===== src/rtl/dac_rate_sequencer.sv =====
// rtl/dac_rate_sequencer.sv - input/output rate strobe sequencer for the sigma-delta DAC interpolation chain
// Walks IDLE -> FLUSH -> PRIME -> RUN -> DRAIN and feeds one staged sample per frame to the FIR.
module dac_rate_sequencer #(
  parameter int unsigned BITLEN     = 16,
  parameter int unsigned OSR        = 256,
  parameter int unsigned CIC_STAGES = 3,
  parameter int unsigned DIV_W      = 16,
  parameter int unsigned UNDERRUN_W = 8,
  localparam int unsigned PH_W      = $clog2(OSR)
) (
  input  logic                  clk_i,
  input  logic                  rst_i,
  input  logic                  run_i,
  input  logic [DIV_W-1:0]      div_out_i,
  input  logic                  hold_mode_i,
  input  logic [BITLEN-1:0]     s_data_i,
  input  logic                  s_valid_i,
  output logic                  s_ready_o,
  output logic [BITLEN-1:0]     sample_out_o,
  output logic                  in_ena_o,
  output logic                  out_ena_o,
  output logic [PH_W-1:0]       phase_o,
  output logic                  flush_o,
  output logic                  busy_o,
  output logic                  underrun_o,
  output logic [UNDERRUN_W-1:0] underrun_cnt_o
);

  localparam int unsigned        CNT_W       = $clog2(CIC_STAGES + 2);
  localparam logic [CNT_W-1:0]   STAGES_LAST = CNT_W'(CIC_STAGES);
  localparam logic [PH_W-1:0]    PH_LAST     = PH_W'(OSR - 1);

  typedef enum logic [2:0] {S_IDLE, S_FLUSH, S_PRIME, S_RUN, S_DRAIN} state_t;

  state_t                state_q, state_d;
  logic [CNT_W-1:0]      stage_cnt_q, stage_cnt_d;
  logic [DIV_W-1:0]      div_q, div_d;
  logic [DIV_W-1:0]      div_cnt_q, div_cnt_d;
  logic [PH_W-1:0]       phase_q, phase_d;
  logic [BITLEN-1:0]     sample_q, sample_d;
  logic [BITLEN-1:0]     buf_q, buf_d;
  logic                  buf_full_q, buf_full_d;
  logic                  s_ready_q, s_ready_d;
  logic                  in_ena_q, in_ena_d;
  logic                  out_ena_q, out_ena_d;
  logic                  flush_q, flush_d;
  logic                  busy_q, busy_d;
  logic                  underrun_q, underrun_d;
  logic [UNDERRUN_W-1:0] urun_cnt_q, urun_cnt_d;

  logic handshake;
  logic div_wrap;
  logic boundary;

  assign handshake = s_valid_i & s_ready_q;
  assign div_wrap  = (div_cnt_q == div_q);
  // The edge that wraps the last phase of a frame begins the next frame's in_ena cycle.
  assign boundary  = div_wrap & (phase_q == PH_LAST);

  always_comb begin
    state_d     = state_q;
    stage_cnt_d = stage_cnt_q;
    div_d       = div_q;
    div_cnt_d   = div_cnt_q;
    phase_d     = phase_q;
    sample_d    = sample_q;
    buf_d       = buf_q;
    buf_full_d  = buf_full_q;
    in_ena_d    = 1'b0;
    out_ena_d   = 1'b0;
    underrun_d  = 1'b0;
    urun_cnt_d  = urun_cnt_q;

    case (state_q)
      S_IDLE: begin
        phase_d    = '0;
        sample_d   = '0;
        div_cnt_d  = '0;
        buf_full_d = 1'b0;
        if (run_i) begin
          state_d     = S_FLUSH;
          stage_cnt_d = '0;
          urun_cnt_d  = '0;
        end
      end

      S_FLUSH: begin
        if (stage_cnt_q == STAGES_LAST) begin
          state_d = S_PRIME;
          div_d   = div_out_i;
        end else begin
          stage_cnt_d = stage_cnt_q + CNT_W'(1);
        end
      end

      S_PRIME: begin
        if (handshake) begin
          state_d    = S_RUN;
          sample_d   = s_data_i;
          in_ena_d   = 1'b1;
          out_ena_d  = 1'b1;
          phase_d    = '0;
          div_cnt_d  = '0;
          buf_full_d = 1'b0;
        end else if (!run_i) begin
          state_d = S_IDLE;
        end
      end

      S_RUN, S_DRAIN: begin
        if (div_wrap) begin
          div_cnt_d = '0;
          out_ena_d = 1'b1;
          phase_d   = phase_q + PH_W'(1);
          in_ena_d  = boundary;
        end else begin
          div_cnt_d = div_cnt_q + DIV_W'(1);
        end

        if (state_q == S_RUN) begin
          if (!run_i) begin
            state_d     = S_DRAIN;
            buf_full_d  = 1'b0;
            stage_cnt_d = '0;
            if (boundary) begin
              sample_d    = '0;
              stage_cnt_d = CNT_W'(1);
            end
          end else if (boundary) begin
            if (buf_full_q) begin
              sample_d   = buf_q;
              buf_full_d = 1'b0;
            end else if (handshake) begin
              sample_d = s_data_i;
            end else begin
              underrun_d = 1'b1;
              if (!hold_mode_i) sample_d = '0;
              if (urun_cnt_q != {UNDERRUN_W{1'b1}}) urun_cnt_d = urun_cnt_q + UNDERRUN_W'(1);
            end
          end else if (handshake) begin
            buf_d      = s_data_i;
            buf_full_d = 1'b1;
          end
        end else begin
          // Leave right after the final out_ena of the last zero frame, not at the next divider wrap.
          if (out_ena_q && (phase_q == PH_LAST) && (stage_cnt_q == STAGES_LAST)) begin
            state_d   = S_IDLE;
            in_ena_d  = 1'b0;
            out_ena_d = 1'b0;
            phase_d   = '0;
            div_cnt_d = '0;
            sample_d  = '0;
          end else if (boundary) begin
            sample_d    = '0;
            stage_cnt_d = stage_cnt_q + CNT_W'(1);
          end
        end
      end

      default: state_d = S_IDLE;
    endcase

    s_ready_d = (state_d == S_PRIME) || ((state_d == S_RUN) && !buf_full_d);
    flush_d   = (state_d == S_FLUSH);
    busy_d    = (state_d != S_IDLE);
  end

  always_ff @(posedge clk_i or posedge rst_i) begin
    if (rst_i) begin
      state_q     <= S_IDLE;
      stage_cnt_q <= '0;
      div_q       <= '0;
      div_cnt_q   <= '0;
      phase_q     <= '0;
      sample_q    <= '0;
      buf_q       <= '0;
      buf_full_q  <= 1'b0;
      s_ready_q   <= 1'b0;
      in_ena_q    <= 1'b0;
      out_ena_q   <= 1'b0;
      flush_q     <= 1'b0;
      busy_q      <= 1'b0;
      underrun_q  <= 1'b0;
      urun_cnt_q  <= '0;
    end else begin
      state_q     <= state_d;
      stage_cnt_q <= stage_cnt_d;
      div_q       <= div_d;
      div_cnt_q   <= div_cnt_d;
      phase_q     <= phase_d;
      sample_q    <= sample_d;
      buf_q       <= buf_d;
      buf_full_q  <= buf_full_d;
      s_ready_q   <= s_ready_d;
      in_ena_q    <= in_ena_d;
      out_ena_q   <= out_ena_d;
      flush_q     <= flush_d;
      busy_q      <= busy_d;
      underrun_q  <= underrun_d;
      urun_cnt_q  <= urun_cnt_d;
    end
  end

  assign s_ready_o      = s_ready_q;
  assign sample_out_o   = sample_q;
  assign in_ena_o       = in_ena_q;
  assign out_ena_o      = out_ena_q;
  assign phase_o        = phase_q;
  assign flush_o        = flush_q;
  assign busy_o         = busy_q;
  assign underrun_o     = underrun_q;
  assign underrun_cnt_o = urun_cnt_q;

endmodule


===== config.mk =====
export PLATFORM = sky130hd
export DESIGN_NAME = dac_rate_sequencer
export DESIGN_NICKNAME = d
export VERILOG_FILES = /design/src/rtl/dac_rate_sequencer.sv
export SDC_FILE = /design/constraint.sdc
export NUM_CORES = 1
export LEC_CHECK = 0
export CELL_PAD_IN_SITES_DETAIL_PLACEMENT = 1
export CELL_PAD_IN_SITES_GLOBAL_PLACEMENT = 1
export CORE_MARGIN = 8
export CORE_UTILIZATION = 38
export DETAILED_ROUTE_END_ITERATION = 8
export PLACE_DENSITY_LB_ADDON = 0.3
export SYNTH_ARGS = -nofsm -noshare
export SYNTH_HDL_FRONTEND = slang
export SYNTH_SLANG_ARGS = --single-unit

===== constraint.sdc =====
create_clock -name clk_i -period 4.25 [get_ports clk_i]
set_clock_uncertainty 0.05 [all_clocks]
set_input_delay 0.6375 -clock clk_i [delete_from_list [all_inputs] [get_ports clk_i]]
set_output_delay 0.6375 -clock clk_i [all_outputs]
set_load 0.1 [all_outputs]

# --- Word-level counts from Yosys, hierarchy flattened ---
# Cells that the tools add are included.
word_totals:
  ramBits: 0
  inputBits: 37
  output_inout_bits: 38
  romBits: 0
  regBits: 93
  memories: 0
  latch_bits: 0
classes:
  div_mod_pow: 0
  n_eq_ne: 25
  n_reduce_logical: 17
  n_shift: 0
  bitwise_logic: 3
  add_sub_neg: 4
  muxes: 65
  multipliers: 0
  magnitude_cmp: 0
op_table:
  columns: ["op", "count"]
  rows:
  - ["$mux W16", 13]
  - ["$pmux W16 S3", 2]
  - ["$mux W8", 11]
  - ["$mux W3", 13]
  - ["$pmux W8 S3", 1]
  - ["$mux W1", 19]
  - ["$ne A2 B2 Y1 const B", 9]
  - ["$add A16 B1 Y16 const B", 1]
  - ["$add A8 B1 Y8 const B", 2]
  - ["$eq A16 B16 Y1", 1]
  - ["$pmux W8 S2", 1]
  - ["$eq A3 B2 Y1 const B", 5]
  - ["$pmux W3 S4", 1]
  - ["$ne A3 B3 Y1 const B", 3]
  - ["$pmux W3 S3", 1]
  - ["$reduce_bool A3 Y1", 3]
  - ["$eq A8 B8 Y1 const B", 1]
  - ["$ne A8 B8 Y1 const B", 1]
  - ["$reduce_and A8 Y1", 1]
  - ["$eq A3 B1 Y1 const B", 2]
  - ["$ne A6 B6 Y1 const B", 1]
  - ["$reduce_and A6 Y1", 1]
  - ["$reduce_and A5 Y1", 1]
  - ["$ne A4 B4 Y1 const B", 1]
  - ["14 further kinds", 19]

# --- Longest topological paths before layout ---
logic_depth:
  depth_word: 9
  depth_mapped: 10

# --- Worst setup path before layout ---
# Ideal clock, no wire load.
synth_path:
  path_type: "reg-to-reg"
  from: "register phase_q[0] (netlist: phase_o[0])"
  to: "register buf_q[0]"
  path_buffers: 2
  path_slack_ns: 1.407
  t_required_ns: 4.075
  period_less_slack_ns: 2.843
  arrival_time_ns: 2.668
  stages_incl_launch_ff: 9
  cell_sequence: "dfrtp_1 > ha_1 > and4_1 > clkbuf_1 > and2_1 > nand2_2 > nand4_2 > buf_4 > mux2_2"
synth_between:
  elab_chain_len: 4
synth_lines:
  columns: ["element", "line_no", "rtl"]
  rows:
  - ["start, declared", "39", "logic [PH_W-1:0] phase_q, phase_d;"]
  - ["start signal, assigned", "190", "phase_q <= phase_d;"]
  - ["$eq A8 B8 Y1", "58", "assign boundary = div_wrap & (phase_q == PH_LAST);"]
  - ["$and A1 B1 Y1", "58", null]
  - ["$not A1 Y1 (no source line)", null, null]
  - ["$reduce_and A5 Y1 (no source line)", null, null]
  - ["end signal, assigned", "192", "buf_q <= buf_d;"]
  - ["end, declared", "41", "logic [BITLEN-1:0] buf_q, buf_d;"]
# No other way between the ends.
# A chain may end at the register's enable or synchronous reset.

# --- Final worst setup path ---
layout_path:
  from: "register phase_q[0] (netlist: phase_o[0])"
  to: "register div_cnt_q[10]"
layout_between:
  elab_chain_len: 6
layout_lines:
  columns: ["element", "line_no", "rtl"]
  rows:
  - ["$eq A8 B8 Y1", "146", "if (out_ena_q && (phase_q == PH_LAST) && (stage_cnt_q == STAGES_LAST)) begin"]
  - ["$logic_and A1 B1 Y1 (2 in a row)", "146", null]
  - ["$mux W16", "146", null]
  - ["$mux W16", "120", "if (state_q == S_RUN) begin"]
  - ["$pmux W16 S3", "74", "case (state_q)"]
  - ["end signal, assigned", "189", "div_cnt_q <= div_cnt_d;"]
  - ["end, declared", "38", "logic [DIV_W-1:0] div_cnt_q, div_cnt_d;"]
# No other way between the ends.

==> reports/qor.yml <==
finish:
  final_util_pct: 48.08
  fin_area_mm2: 0.005679
  synthToLayoutAreaGrowth_pct: 25.46
  antenna_cells: 0
  drive_gt1_share_pct: 12.22
  num-fill-cells: 1275
  finalNetCount: 530
timing:
  hold_viol: 0
  finalMaxSlewViolations: 0
  period_share_pct: 70.79
  setup_viol: 0
  rsz0062_at_grt: "false"
  hold_ws_ns: 0.4361
  tns_ns: 0
  tightest_slew_ns: 1.008
  clock.fmax_mhz: 332.4
  slew_headroom_pct: 32.60
  period_minus_slack_ns: 3.009
clock_network:
  clock_latency_ns: 0.34
  h-tree-depth: 3
  post_cts_buffers: 0
  cts_resized: 0
  clkTransAtPathRegs_ns: 0.06
  cts_tree: "done"
  cts_root_buf: "clkbuf_16"
  clkSinkCount: 93
  cts_buffer_depth: 2
  cts_made_buffers: 9
  cts_hold_buf: 0
drt:
  drtIter0Drc: 160
  antenna_left: 0
  routed_wirelength_mm: 11.95
  first_pass_iters: 4
  avgViaCountPerCell: 5.528
  routed-via-count: 3527
  drcViolationCount: 0
  routedWlPerCell_um: 18.73
critical_path:
  r2r_slack_ns: 1.24
  reg2reg_depth: 7
  reg2reg_to: "div_cnt_q[10]$_DFFE_PP0P_"
  crit_arrival_ns: 3.15
  critPathLaunchType: "flip-flop"
  end_kind: "flip-flop"
  r2r-start: "phase_o[0]$_DFFE_PP0P_"
  path_max_fanout: 11
  worst_ep_required_time_ns: 4.39
  worstSetupPathType: "reg -> reg"
global_routing:
  grt_pass1_wl_mm: 20.43
  grt_pass1_vias: 3962
  antenna_found_initial: 0
  grt.overflow.total: 0
  grt_max_degree: 89
  grt_usage_pct: 15.96
floorplanning:
  die-area_mm2: 0.01566
  coreArea_mm2: 0.01181
  rows: 40
  ios: 75
  initial_core_util_pct: 38.33
  chipHeight_um: 125.1
  die_width_um: 125.1
synth:
  synthCells: 420
  synth-seq-area-share_pct: 51.41
  synth_seq_cells: 93
  synthesis.area_mm2: 0.004527
  synthTopCellsByArea: "dfrtp_1 51%, mux2_2 8.7%, xnor2_1 3.7%"
  ys_warn_count: 0
  synth_edf_count: 0
  syn_area_per_cell_um2: 10.78
  synth-async-reset-ratio_pct: 100.0
  yosys-top-cells-count: "93 x dfrtp_1, 35 x mux2_2, 33 x nand2_1"
  yosys.area.top_type: "dfrtp_1"
  syn-num-nets: 462
  ys_types: 52
  synth_top_area_share_pct: 51.41
  synth_most_common_cell: "dfrtp_1"
  synth_ff_type: "dfrtp_1"
place:
  placed_area_mm2: 0.005413
  place.port_buffers: 74
  dp_hpwl_mm: 8.571
  gp_congestion: 0.8217
power:
  ir_drop_mv: 0.4988
  p_per_area_mw_per_mm2: 605.7
  power.total_w: 0.003440
  p_leak_nw: 2.321
outcome:
  outcome: "completed"
job:
  cap_violations: 0
worst_hold_path:
  hp-class: "in -> async"
==> cell families (layout without fill, tap and decap cells) <==
kind of cell	Yosys count	after routing	share of synthesized area, %
AO/OA/AOI/OAI	109	109	16.61
AND/OR/NAND/NOR	119	119	13.43
buffers and inverters	29	100	2.598
multiplexers	37	37	9.149
adder cells (fa/ha/maj)	5	5	1.382
XOR/XNOR	28	28	5.417
flip-flops	93	93	51.41
==> placed cells by master (no fill, tap or decap), drive strengths merged, types with 6 or more instances in the layout <==
| cell type | netlist | layout |
|---|---|---|
| nor2 | 28 | 28 |
| dfrtp | 93 | 93 |
| nand2 | 34 | 34 |
| a22oi | 16 | 16 |
| nor3 | 6 | 6 |
| o21ai | 22 | 22 |
| mux2 | 35 | 35 |
| xor2 | 9 | 9 |
| nand3 | 13 | 13 |
| clkbuf | 16 | 12 |
| xnor2 | 19 | 19 |
| inv | 8 | 7 |
| clkdlybuf4s50 | 0 | 74 |
| o2bb2ai | 16 | 16 |
| nand4 | 11 | 11 |
| a21oi | 18 | 18 |
==> registers in the layout, summed over array words and instances, names as in the netlist <==
name            cells
buf_q              16
div_cnt_q          16
div_q              16
sample_out_o       16
phase_o             8
underrun_cnt_o      8
stage_cnt_q         3
state_q             3
buf_full_q          1
busy_o              1
flush_o             1
in_ena_o            1
out_ena_o           1
s_ready_o           1
underrun_o          1
==> worst max path at each step <==
stage	from	to	slack, ns	cells after the start
final	phase_o[0]$_DFFE_PP0P_	div_cnt_q[10]$_DFFE_PP0P_	1.24	7
after global placement	run_i	buf_q[0]$_DFFE_PP0P_	1.17	5
after detailed placement	run_i	buf_q[12]$_DFFE_PP0P_	1.15	5
after global routing	phase_o[0]$_DFFE_PP0P_	div_cnt_q[10]$_DFFE_PP0P_	0.98	7
after CTS	phase_o[0]$_DFFE_PP0P_	div_cnt_q[10]$_DFFE_PP0P_	1.26	7
after floorplan	rst_i	buf_full_q$_DFF_PP0_	1.14	1
==> per-stage QoR <==
stage               instances  worst slack (ns)
floorplan                 420             1.142
global placement          624             1.169
detailed placement        624             1.153
CTS                       638             1.264
global route              638            0.9752
finish                    638             1.241
==> critical path, stage by stage (launching register included) <==
cell and delay [ns]:
dfrtp_1 0.42, ha_1 0.21, and4_1 0.33, a41oi_1 0.18, nor2_1 0.60, nor2_1 0.29
nor2_1 0.63, nor2_1 0.14
==> routing by layer <==
layer | part of all wire, % | GRT usage (%)
met4 | 1.8 | 5.229
met5 | 0 | 0
met3 | 3.6 | 4.335
met2 | 51 | 27.33
met1 | 44 | 19.00
==> power by group <==
part	leakage (nW)	total [W]	switching, W	internal, W
clock network	0.134	0.000740	0.000320	0.000420
registers	1.24	0.00130	0.000193	0.00111
logic	0.942	0.00140	0.000916	0.000486
==> area by class of cell <==
cell class | instances | area [um2] | share of cell area, %
sequential | 93 | 2327 | 40.98
multi-input combinational | 298 | 2087 | 36.75
timing repair buffer | 78 | 783.3 | 13.79
clock buffer | 12 | 256.5 | 4.516
tap | 147 | 183.9 | 3.239
inverter | 8 | 31.28 | 0.5508
clock inverter | 2 | 10.01 | 0.1763
(Power assumes the default switching activity.)
